[src/rtl/dlx_pkg.sv]
// Shared encodings for the DLX multi-cycle control unit: states, opcodes,
// R-type function codes, ALU operation codes and the datapath strobe bundle.
package dlx_pkg;

  typedef enum logic [3:0] {
    ST_FETCH   = 4'd0,
    ST_IF_WAIT = 4'd1,
    ST_DECODE  = 4'd2,
    ST_EXEC    = 4'd3,
    ST_MEM_RD  = 4'd4,
    ST_MEM_WR  = 4'd5,
    ST_WB      = 4'd6,
    ST_BRANCH  = 4'd7,
    ST_JUMP    = 4'd8,
    ST_HALT    = 4'd9,
    ST_ERR     = 4'd10
  } state_t;

  localparam logic [5:0] OP_RTYPE = 6'h00;
  localparam logic [5:0] OP_J     = 6'h02;
  localparam logic [5:0] OP_JAL   = 6'h03;
  localparam logic [5:0] OP_BEQZ  = 6'h04;
  localparam logic [5:0] OP_BNEZ  = 6'h05;
  localparam logic [5:0] OP_ADDI  = 6'h08;
  localparam logic [5:0] OP_ANDI  = 6'h0C;
  localparam logic [5:0] OP_ORI   = 6'h0D;
  localparam logic [5:0] OP_LW    = 6'h23;
  localparam logic [5:0] OP_SW    = 6'h2B;
  localparam logic [5:0] OP_HALT  = 6'h3F;

  // Full 11-bit function field; nonzero upper bits make the encoding illegal.
  localparam logic [10:0] FN_ADD = 11'h020;
  localparam logic [10:0] FN_SUB = 11'h022;
  localparam logic [10:0] FN_AND = 11'h024;
  localparam logic [10:0] FN_OR  = 11'h025;
  localparam logic [10:0] FN_XOR = 11'h026;
  localparam logic [10:0] FN_SLL = 11'h004;
  localparam logic [10:0] FN_SRL = 11'h006;
  localparam logic [10:0] FN_SLT = 11'h02A;

  typedef enum logic [3:0] {
    ALU_ADD = 4'd0,
    ALU_SUB = 4'd1,
    ALU_AND = 4'd2,
    ALU_OR  = 4'd3,
    ALU_XOR = 4'd4,
    ALU_SLL = 4'd5,
    ALU_SRL = 4'd6,
    ALU_SLT = 4'd7
  } alu_func_t;

  typedef enum logic [2:0] {
    OC_RTYPE, OC_ITYPE, OC_LOAD, OC_STORE, OC_BRANCH, OC_JUMP, OC_HALT, OC_ILLEGAL
  } op_class_t;

  typedef struct packed {
    logic ir_load;
    logic ir_oe_s1;
    logic ir_oe_s2;
    logic pc_load;
    logic pc_oe_s1;
    logic mar_load;
    logic mem_rd;
    logic mem_wr;
    logic reg_wr;
    logic reg_oe_a;
    logic reg_oe_b;
    logic link_sel;
  } strobe_t;

endpackage

[src/rtl/dlx_alu_decode.sv]
// Combinational instruction classifier: opcode/function field to instruction
// class, ALU operation and an illegal-encoding flag.
module dlx_alu_decode
  import dlx_pkg::*;
(
  input  logic [5:0]  opcode,
  input  logic [10:0] func,
  output op_class_t   op_class,
  output alu_func_t   alu_func,
  output logic        illegal
);

  always_comb begin
    op_class = OC_ILLEGAL;
    alu_func = ALU_ADD;
    illegal  = 1'b0;
    case (opcode)
      OP_RTYPE: begin
        op_class = OC_RTYPE;
        case (func)
          FN_ADD:  alu_func = ALU_ADD;
          FN_SUB:  alu_func = ALU_SUB;
          FN_AND:  alu_func = ALU_AND;
          FN_OR:   alu_func = ALU_OR;
          FN_XOR:  alu_func = ALU_XOR;
          FN_SLL:  alu_func = ALU_SLL;
          FN_SRL:  alu_func = ALU_SRL;
          FN_SLT:  alu_func = ALU_SLT;
          default: illegal  = 1'b1;
        endcase
      end
      OP_ADDI: op_class = OC_ITYPE;
      OP_ANDI: begin
        op_class = OC_ITYPE;
        alu_func = ALU_AND;
      end
      OP_ORI: begin
        op_class = OC_ITYPE;
        alu_func = ALU_OR;
      end
      // Loads and stores use the adder for base + offset.
      OP_LW:            op_class = OC_LOAD;
      OP_SW:            op_class = OC_STORE;
      OP_BEQZ, OP_BNEZ: op_class = OC_BRANCH;
      OP_J, OP_JAL:     op_class = OC_JUMP;
      OP_HALT:          op_class = OC_HALT;
      default:          illegal  = 1'b1;
    endcase
  end

endmodule

[src/rtl/dlx_control_fsm.sv]
// DLX multi-cycle control FSM with Mealy datapath strobes and sticky status.
// Define DLX_CTRL_TIMEOUT_EN to bound memory waits to MEM_TIMEOUT cycles.
module dlx_control_fsm
  import dlx_pkg::*;
#(
  parameter int unsigned MEM_TIMEOUT = 15
) (
  input  logic        clock,
  input  logic        reset,
  input  logic [5:0]  opcode,
  input  logic [10:0] opcode_alu,
  input  logic        mem_ready,
  input  logic        alu_zero,
  output logic        ir_load,
  output logic        ir_oe_s1,
  output logic        ir_oe_s2,
  output logic        pc_load,
  output logic        pc_oe_s1,
  output logic        mar_load,
  output logic        mem_rd,
  output logic        mem_wr,
  output logic        reg_wr,
  output logic        reg_oe_a,
  output logic        reg_oe_b,
  output logic        link_sel,
  output logic [3:0]  alu_func,
  output logic        halted,
  output logic        illegal,
  output logic        bus_err,
  output logic [3:0]  state
);

  if (MEM_TIMEOUT == 0) begin : g_bad_timeout
    $error("dlx_control_fsm: MEM_TIMEOUT must be at least 1");
  end

  state_t    state_q, state_d;
  strobe_t   stb, stb_o;
  alu_func_t alu_c;
  op_class_t dec_class;
  alu_func_t dec_alu;
  logic      dec_illegal;
  logic      set_illegal;
  logic      halted_q, illegal_q;
  logic      tmo;
  logic      taken;

  dlx_alu_decode u_dec (
    .opcode   (opcode),
    .func     (opcode_alu),
    .op_class (dec_class),
    .alu_func (dec_alu),
    .illegal  (dec_illegal)
  );

  assign taken = ((opcode == OP_BEQZ) &&  alu_zero) ||
                 ((opcode == OP_BNEZ) && !alu_zero);

`ifdef DLX_CTRL_TIMEOUT_EN
  // Counter only ever holds 0..MEM_TIMEOUT-1; reaching MEM_TIMEOUT is the exit.
  localparam int unsigned TW = (MEM_TIMEOUT < 2) ? 1 : $clog2(MEM_TIMEOUT);
  logic [TW-1:0] wait_cnt;
  logic          waiting;
  logic          bus_err_q;

  assign waiting = (state_q == ST_IF_WAIT) || (state_q == ST_MEM_RD) ||
                   (state_q == ST_MEM_WR);
  assign tmo     = waiting && !mem_ready && (wait_cnt == TW'(MEM_TIMEOUT - 1));

  always_ff @(posedge clock or posedge reset) begin
    if (reset) begin
      wait_cnt  <= '0;
      bus_err_q <= 1'b0;
    end else begin
      if (waiting && !mem_ready && !tmo) wait_cnt <= wait_cnt + TW'(1);
      else                               wait_cnt <= '0;
      if (tmo) bus_err_q <= 1'b1;
    end
  end

  assign bus_err = bus_err_q;
`else
  assign tmo     = 1'b0;
  assign bus_err = 1'b0;
`endif

  always_ff @(posedge clock or posedge reset) begin
    if (reset) begin
      state_q   <= ST_FETCH;
      halted_q  <= 1'b0;
      illegal_q <= 1'b0;
    end else begin
      state_q <= state_d;
      if (state_d == ST_HALT) halted_q  <= 1'b1;
      if (set_illegal)        illegal_q <= 1'b1;
    end
  end

  always_comb begin
    state_d     = state_q;
    stb         = '0;
    alu_c       = ALU_ADD;
    set_illegal = 1'b0;
    case (state_q)
      ST_FETCH: begin
        stb.pc_oe_s1 = 1'b1;
        stb.mar_load = 1'b1;
        state_d      = ST_IF_WAIT;
      end
      ST_IF_WAIT: begin
        stb.mem_rd = 1'b1;
        if (mem_ready) begin
          stb.ir_load = 1'b1;
          state_d     = ST_DECODE;
        end else if (tmo) begin
          state_d = ST_ERR;
        end
      end
      ST_DECODE: begin
        if (dec_illegal) begin
          set_illegal = 1'b1;
          state_d     = ST_ERR;
        end else begin
          case (dec_class)
            OC_RTYPE, OC_ITYPE, OC_LOAD, OC_STORE: state_d = ST_EXEC;
            OC_BRANCH: state_d = ST_BRANCH;
            OC_JUMP:   state_d = ST_JUMP;
            OC_HALT:   state_d = ST_HALT;
            default: begin
              set_illegal = 1'b1;
              state_d     = ST_ERR;
            end
          endcase
        end
      end
      ST_EXEC: begin
        stb.reg_oe_a = 1'b1;
        stb.reg_oe_b = (dec_class == OC_RTYPE);
        stb.ir_oe_s2 = (dec_class != OC_RTYPE);
        alu_c        = dec_alu;
        if (dec_class == OC_LOAD)       state_d = ST_MEM_RD;
        else if (dec_class == OC_STORE) state_d = ST_MEM_WR;
        else                            state_d = ST_WB;
      end
      ST_MEM_RD: begin
        stb.mem_rd = 1'b1;
        if (mem_ready) state_d = ST_WB;
        else if (tmo)  state_d = ST_ERR;
      end
      ST_MEM_WR: begin
        stb.mem_wr = 1'b1;
        if (mem_ready) begin
          stb.pc_load = 1'b1;
          state_d     = ST_FETCH;
        end else if (tmo) begin
          state_d = ST_ERR;
        end
      end
      ST_WB: begin
        stb.reg_wr  = 1'b1;
        stb.pc_load = 1'b1;
        state_d     = ST_FETCH;
      end
      ST_BRANCH: begin
        stb.reg_oe_a = 1'b1;
        stb.pc_load  = 1'b1;
        stb.ir_oe_s1 = taken;
        state_d      = ST_FETCH;
      end
      ST_JUMP: begin
        stb.ir_oe_s1 = 1'b1;
        stb.pc_load  = 1'b1;
        stb.reg_wr   = (opcode == OP_JAL);
        stb.link_sel = (opcode == OP_JAL);
        state_d      = ST_FETCH;
      end
      default: state_d = state_q;  // HALT, ERR and unused codes hold until reset
    endcase
  end

  // Reset gates strobes directly so a mid-access reset drops them at once.
  assign stb_o    = reset ? '0 : stb;
  assign alu_func = reset ? 4'd0 : alu_c;

  assign ir_load  = stb_o.ir_load;
  assign ir_oe_s1 = stb_o.ir_oe_s1;
  assign ir_oe_s2 = stb_o.ir_oe_s2;
  assign pc_load  = stb_o.pc_load;
  assign pc_oe_s1 = stb_o.pc_oe_s1;
  assign mar_load = stb_o.mar_load;
  assign mem_rd   = stb_o.mem_rd;
  assign mem_wr   = stb_o.mem_wr;
  assign reg_wr   = stb_o.reg_wr;
  assign reg_oe_a = stb_o.reg_oe_a;
  assign reg_oe_b = stb_o.reg_oe_b;
  assign link_sel = stb_o.link_sel;

  assign halted  = halted_q;
  assign illegal = illegal_q;
  assign state   = state_q;

endmodule
[config.mk]
export PLATFORM = sky130hd
export DESIGN_NAME = dlx_control_fsm
export DESIGN_NICKNAME = d
export VERILOG_FILES = /design/src/rtl/dlx_pkg.sv /design/src/rtl/dlx_alu_decode.sv /design/src/rtl/dlx_control_fsm.sv
export SDC_FILE = /design/constraint.sdc
export NUM_CORES = 1
export LEC_CHECK = 0
export CAP_MARGIN = 10
export CORE_UTILIZATION = 36
export CTS_CLUSTER_SIZE = 30
export DETAILED_ROUTE_END_ITERATION = 16
export GPL_ROUTABILITY_DRIVEN = 0
export PLACE_DENSITY = 0.85
export RECOVER_POWER = 50
export SETUP_SLACK_MARGIN = 0.3
export SLEW_MARGIN = 20
export SYNTH_ARGS = -nofsm -noshare
export SYNTH_HDL_FRONTEND = slang
export SYNTH_SLANG_ARGS = --single-unit
[constraint.sdc]
create_clock -name clock -period 1.6 [get_ports clock]
set_input_delay 0.16 -clock clock [delete_from_list [all_inputs] [get_ports clock]]
set_output_delay 0.16 -clock clock [all_outputs]
set_load 0.1 [all_outputs]
==> qor_table.md, run 1 <==
| Result | Reported |
|---|---|
| Fraction of synthesized cell area taken by the top area cell type | 17.37% |
| CTS Hold Buffers Added | 0 |
| Synthesized instance count | 128 |
| Die Height | 51.01 um |
| First error | [ERROR DPL-0038] Utilization greater than 100%, impossible to legalize |
| Portion of the post-synthesis area used by sequential elements | 17.37% |
| Stop stage | global routing |
| Horizontal die dimension | 51.01 um |
| I/O pin count | 44 |
| Total number of H-tree levels | 1 |
| Starting utilization of the core area | 38.71% |
| Root cell of the clock tree | sky130_fd_sc_hd__clkbuf_4 |
| Dominant cell by count in the synthesized netlist | sky130_fd_sc_hd__nor2_1 |
| Number of synthesis warnings | 0 |
| Most frequently used flop master after synthesis | sky130_fd_sc_hd__dfrtp_1 |
| Synthesized flop and latch total | 6 |
| Post-Syn Area per Cell | 6.755 um2 |
| Status | aborted with a tool error |
| Cell types occupying the most area after synthesis | sky130_fd_sc_hd__dfrtp_1 (17%), sky130_fd_sc_hd__nor2_1 (6.1%), sky130_fd_sc_hd__a21oi_1 (5.8%) |
| Post-synth design cell area | 864.6 um2 |
| Endpoint with the least setup slack after the last global-route repair | alu_func[2] |
| Maximum number of pins on one net before global-route repair | 16 |
| TritonCTS Buffers | 3 |
| Worst-path end type | top-level output |
| Num rows | 17 |
| Sink Count | 6 |
| Maximum root-to-sink buffer count | 2 |
| Number of synthesized flops with an enable pin | 0 |
| Proportion of synthesized flip-flops having asynchronous set or reset | 100.0% |
| Synth area leader | sky130_fd_sc_hd__dfrtp_1 |
| Placed wire-length estimate after detailed placement | 3346 um |
| Count of input and output buffers | 41 |
| Number of distinct library cells after synthesis | 45 |
| Commonest cells post-synth | sky130_fd_sc_hd__nor2_1 (14), sky130_fd_sc_hd__a21oi_1 (10), sky130_fd_sc_hd__nand2_1 (8), sky130_fd_sc_hd__nor4_1 (8), sky130_fd_sc_hd__o21ai_0 (7) |
[cells by family after synthesis]
family	synth area share (%)
other	0.4337
flip-flops	17.37
AND/OR/NAND/NOR	42.40
multiplexers	1.158
buffers and inverters	9.695
XOR/XNOR	2.026
AO/OA/AOI/OAI	26.92
[metrics by stage]
stage / worst slack, ns / area (um2) / hold WS [ns] / instances
4_1_cts: -0.6208 / 2157 / 0.4960 / 232
3_5_place_dp: -0.5010 / 1939 / 0.5349 / 221
3_3_place_gp: -0.4001 / 1939 / 0.5162 / 221
2_1_floorplan: -0.9948 / 1124 / 0.3765 / 129
[repair_timing]
action                                  CTS
setup buffers                             7
gates resized for setup                  60
pin swaps                                17
endpoints found under the hold margin     0
endpoints found under the setup margin   23
==> run 2: changes to the inputs <==
--- a/config.mk
+++ b/config.mk
@@ -6,13 +6,12 @@
 export NUM_CORES = 1
 export LEC_CHECK = 0
 export CAP_MARGIN = 10
-export CORE_UTILIZATION = 36
-export CTS_CLUSTER_SIZE = 30
+export CORE_AREA = 2 2 63 65
 export DETAILED_ROUTE_END_ITERATION = 16
+export DIE_AREA = 0 0 65 67
 export GPL_ROUTABILITY_DRIVEN = 0
-export PLACE_DENSITY = 0.85
+export PLACE_DENSITY_LB_ADDON = 0.15
 export RECOVER_POWER = 50
-export SETUP_SLACK_MARGIN = 0.3
 export SLEW_MARGIN = 20
 export SYNTH_ARGS = -nofsm -noshare
 export SYNTH_HDL_FRONTEND = slang
==> constraint.sdc (replaced) <==
create_clock -name clock -period 2.1 [get_ports clock]
set_input_delay 0.21 -clock clock [delete_from_list [all_inputs] [get_ports clock]]
set_output_delay 0.21 -clock clock [all_outputs]
set_load 0.1 [all_outputs]
==> qor_table.md, run 2 <==
| Result | Reported |
|---|---|
| Status | finished, violations left |
| Failing checks | negative setup slack |
| Worst setup margin | -0.1175 ns |
| Cells along the critical path | or2_4 > or3_4 > or4_4 > nor2_4 > buf_12 |
| Starting utilization of the core area | 23.98% |
| Commonest non-fill, non-tap cell in the layout | sky130_fd_sc_hd__buf_4 |
| Count of nets after finishing | 212 |
| Dominant cell by count in the synthesized netlist | sky130_fd_sc_hd__nor2_1 |
| Required time at the worst-slack endpoint | 1.89 ns |
| Endpoints failing hold | 0 |
| Fraction of synthesized cell area taken by the top area cell type | 17.37% |
| FF-to-FF End | halted$_DFFE_PP0N_ |
| Power per Cell Area | 1080 nW/um2 |
| Largest register FFs | 4 |
| Total number of H-tree levels | 1 |
| Portion of the post-synthesis area used by sequential elements | 17.37% |
| Count of input and output buffers | 41 |
| Sum of negative setup slack | -0.2722 ns |
| Timing-limited maximum frequency | 0.4510 GHz |
| Avg Vias per Cell | 5.055 |
| Static leakage | 0.7356 nW |
| Synthesized instance count | 128 |
| Stages on the worst setup path | 5 |
| Synthesized flop and latch total | 6 |
| I/O pin count | 44 |
| Worst hold-check slack | 0.4829 ns |
| Placed wire-length estimate after detailed placement | 2704 um |
| Period utilization | 105.6% |
| Start of the worst register-to-register path | state[2]$_DFF_PP0_ |
| Commonest cells post-synth | sky130_fd_sc_hd__nor2_1 (14), sky130_fd_sc_hd__a21oi_1 (10), sky130_fd_sc_hd__nand2_1 (8), sky130_fd_sc_hd__nor4_1 (8), sky130_fd_sc_hd__o21ai_0 (7) |
| Number of synthesized flops with an enable pin | 0 |
| Number of synthesis warnings | 0 |
| Root cell of the clock tree | sky130_fd_sc_hd__clkbuf_8 |
| Max-slew violation total from the final report | 0 |
| Total wire length after detailed routing | 3244 um |
| Worst setup path class | flop to primary output |
| Routed WL per cell | 13.69 um |
| Delay of the slowest cell on the worst path | 0.46 ns |
| Clock tree from TritonCTS | yes |
| Max-cap check violation count | 0 |
| Cell types occupying the most area after synthesis | sky130_fd_sc_hd__dfrtp_1 (17%), sky130_fd_sc_hd__nor2_1 (6.1%), sky130_fd_sc_hd__a21oi_1 (5.8%) |
| Core area | 3606 um2 |
| Overall power of the completed layout | 0.002003 W |
| Register-to-Register Setup Slack | 0.21 ns |
| Number of antenna violations at the first check in global routing | 0 |
| Aggregate global-route resource usage | 15.75% |
| Global-route wire length before repair | 5347 um |
| IR Drop Worst-Case VDD | 888.8 uV |
| Sink Count | 6 |
| Relative max-transition margin | 23.03% |
| Via Count | 1198 |
| Maximum number of pins on one net before global-route repair | 15 |
| Minimum clock period | 2.218 ns |
| DR DRC count | 0 |
| Critical path endpoint | alu_func[2] |
| Number of diodes | 0 |
| Drt first-iter violations | 50 |
| Worst hold path type | flop to flop |
| Num rows | 22 |
| Ratio of cells with drive above 1 in the final layout | 40.21% |
| Number of nets with antenna violations after routing | 0 |
| Worst-path cell with the longest stage delay | sky130_fd_sc_hd__dfrtp_4 |
| Number of distinct library cells after synthesis | 45 |
| Reg clk slew, reported paths | 0.03 ns |
| TritonCTS Buffers | 3 |
| Horizontal die dimension | 65 um |
| Worst-Margin Slew | 1.160 ns |
| Setup repair after global routing missed its margin | yes |
| Area delta synth->final | 114.6% |
| Number of failing setup endpoints in the final timing report | 4 |
| Number of buffer and inverter instances along the worst setup path | 1 |
| Worst path top cell family by delay | simple AND/OR/NAND/NOR gates |
| Total iterations of the first detailed-routing run | 4 |
| Post-Syn Area per Cell | 6.755 um2 |
| Max FO, Critical Path | 2 |
| Total global routing overflow | 0 |
| Die Area | 4355 um2 |
| Clock Skew | 0.002555 ns |
| Clock latency on the worst-skew pair | 0.22 ns |
| Proportion of synthesized flip-flops having asynchronous set or reset | 100.0% |
| Maximum root-to-sink buffer count | 2 |
| Startpoint type of the worst setup path | flop |
| Arrival @ worst endpoint | 2.01 ns |
| Most frequently used flop master after synthesis | sky130_fd_sc_hd__dfrtp_1 |
| Die Height | 67 um |
| Synth area leader | sky130_fd_sc_hd__dfrtp_1 |
| Post-synth design cell area | 864.6 um2 |
| Start point of the critical path | state[3]$_DFF_PP0_ |
| Number of cells on the worst reg-to-reg path | 6 |
| Commonest non-fill, non-tap cells in the layout | sky130_fd_sc_hd__buf_4 (25), sky130_fd_sc_hd__buf_12 (15), sky130_fd_sc_hd__clkdlybuf4s50_1 (13), sky130_fd_sc_hd__nor2_1 (10) |
| Number of global-route vias before repair | 1179 |
| Type of element capturing the critical path | primary output |
## run 2: cell counts after synthesis
No cell type changed its count.
## run 2: report_power, final
group / switching, W / total, W / internal [W]
logic: 0.00109 / 0.00159 / 0.000502
clock network: 0.0000478 / 0.000171 / 0.000123
registers: 0.0000602 / 0.000242 / 0.000182
total: 0.00120 / 0.00200 / 0.000806
## run 2: metrics by stage
step / cells / setup WS (ns) / utilization (%) / area (um2)
after floorplan: 129 / -0.5448 / - / 1055
after CTS: 233 / -0.1305 / 50.31 / 1814
after detailed placement: 230 / -0.07922 / 48.75 / 1758
after global routing: 237 / -0.1781 / 51.46 / 1856
after global placement: 230 / -0.03845 / 48.75 / 1758
final: 237 / -0.1175 / 51.46 / 1856
## run 2: layout make-up
class	instances	area [um2]
fillers	365	1750
multi-input cells	105	824.5
repair buffers	68	738.2
flip-flops and latches	6	165.2
well taps	48	60.06
clock buffers	3	41.29
inverters	7	26.28
## run 2: cell families (layout without fill, tap and decap cells)
group | after synthesis | after routing | synth area share (%)
multiplexers | 1 | 1 | 1.158
buffers and inverters | 18 | 78 | 9.695
other | 1 | 2 | 0.4337
XOR/XNOR | 2 | 2 | 2.026
AND/OR/NAND/NOR | 65 | 65 | 42.40
flip-flops | 6 | 6 | 17.37
AO/OA/AOI/OAI | 35 | 35 | 26.92
## run 2: layer usage
layer | global-route usage (%) | wire, um | share of wire [%]
met3 | 2.027 | 151 | 4.7
met5 | 0 | 0 | 0
met1 | 17.28 | 1360 | 42
met4 | 5.585 | 36 | 1.1
met2 | 30.67 | 1697 | 52
## run 2: worst reg2reg max path, stage by stage, from the launching register on
cell	delay, ns
sky130_fd_sc_hd__dfrtp_4	0.46
sky130_fd_sc_hd__buf_4	0.19
sky130_fd_sc_hd__or4b_1	0.55
sky130_fd_sc_hd__o221ai_1	0.12
sky130_fd_sc_hd__o41ai_1	0.11
sky130_fd_sc_hd__a22oi_1	0.23
sky130_fd_sc_hd__o31ai_1	0.11
## run 2: worst min path at each step
| stage | from | endpoint | slack [ns] | cells past startpoint |
|---|---|---|---|---|
| floorplan | mem_ready | state[1]$_DFF_PP0_ | 0.42 | 2 |
| global placement | halted$_DFFE_PP0N_ | halted$_DFFE_PP0N_ | 0.46 | 2 |
| detailed placement | illegal$_DFFE_PP0P_ | illegal$_DFFE_PP0P_ | 0.48 | 1 |
| CTS | illegal$_DFFE_PP0P_ | illegal$_DFFE_PP0P_ | 0.49 | 1 |
| global route | illegal$_DFFE_PP0P_ | illegal$_DFFE_PP0P_ | 0.49 | 1 |
| finish | illegal$_DFFE_PP0P_ | illegal$_DFFE_PP0P_ | 0.48 | 1 |
## run 2: what timing repair did
action	in CTS	in global routing
pin swaps	5	7
resized for setup	7	8
hold buffers	0	0
buffers inserted	0	4
setup endpoints to repair	5	6
Note: power is estimated with default switching activity, not from simulation.
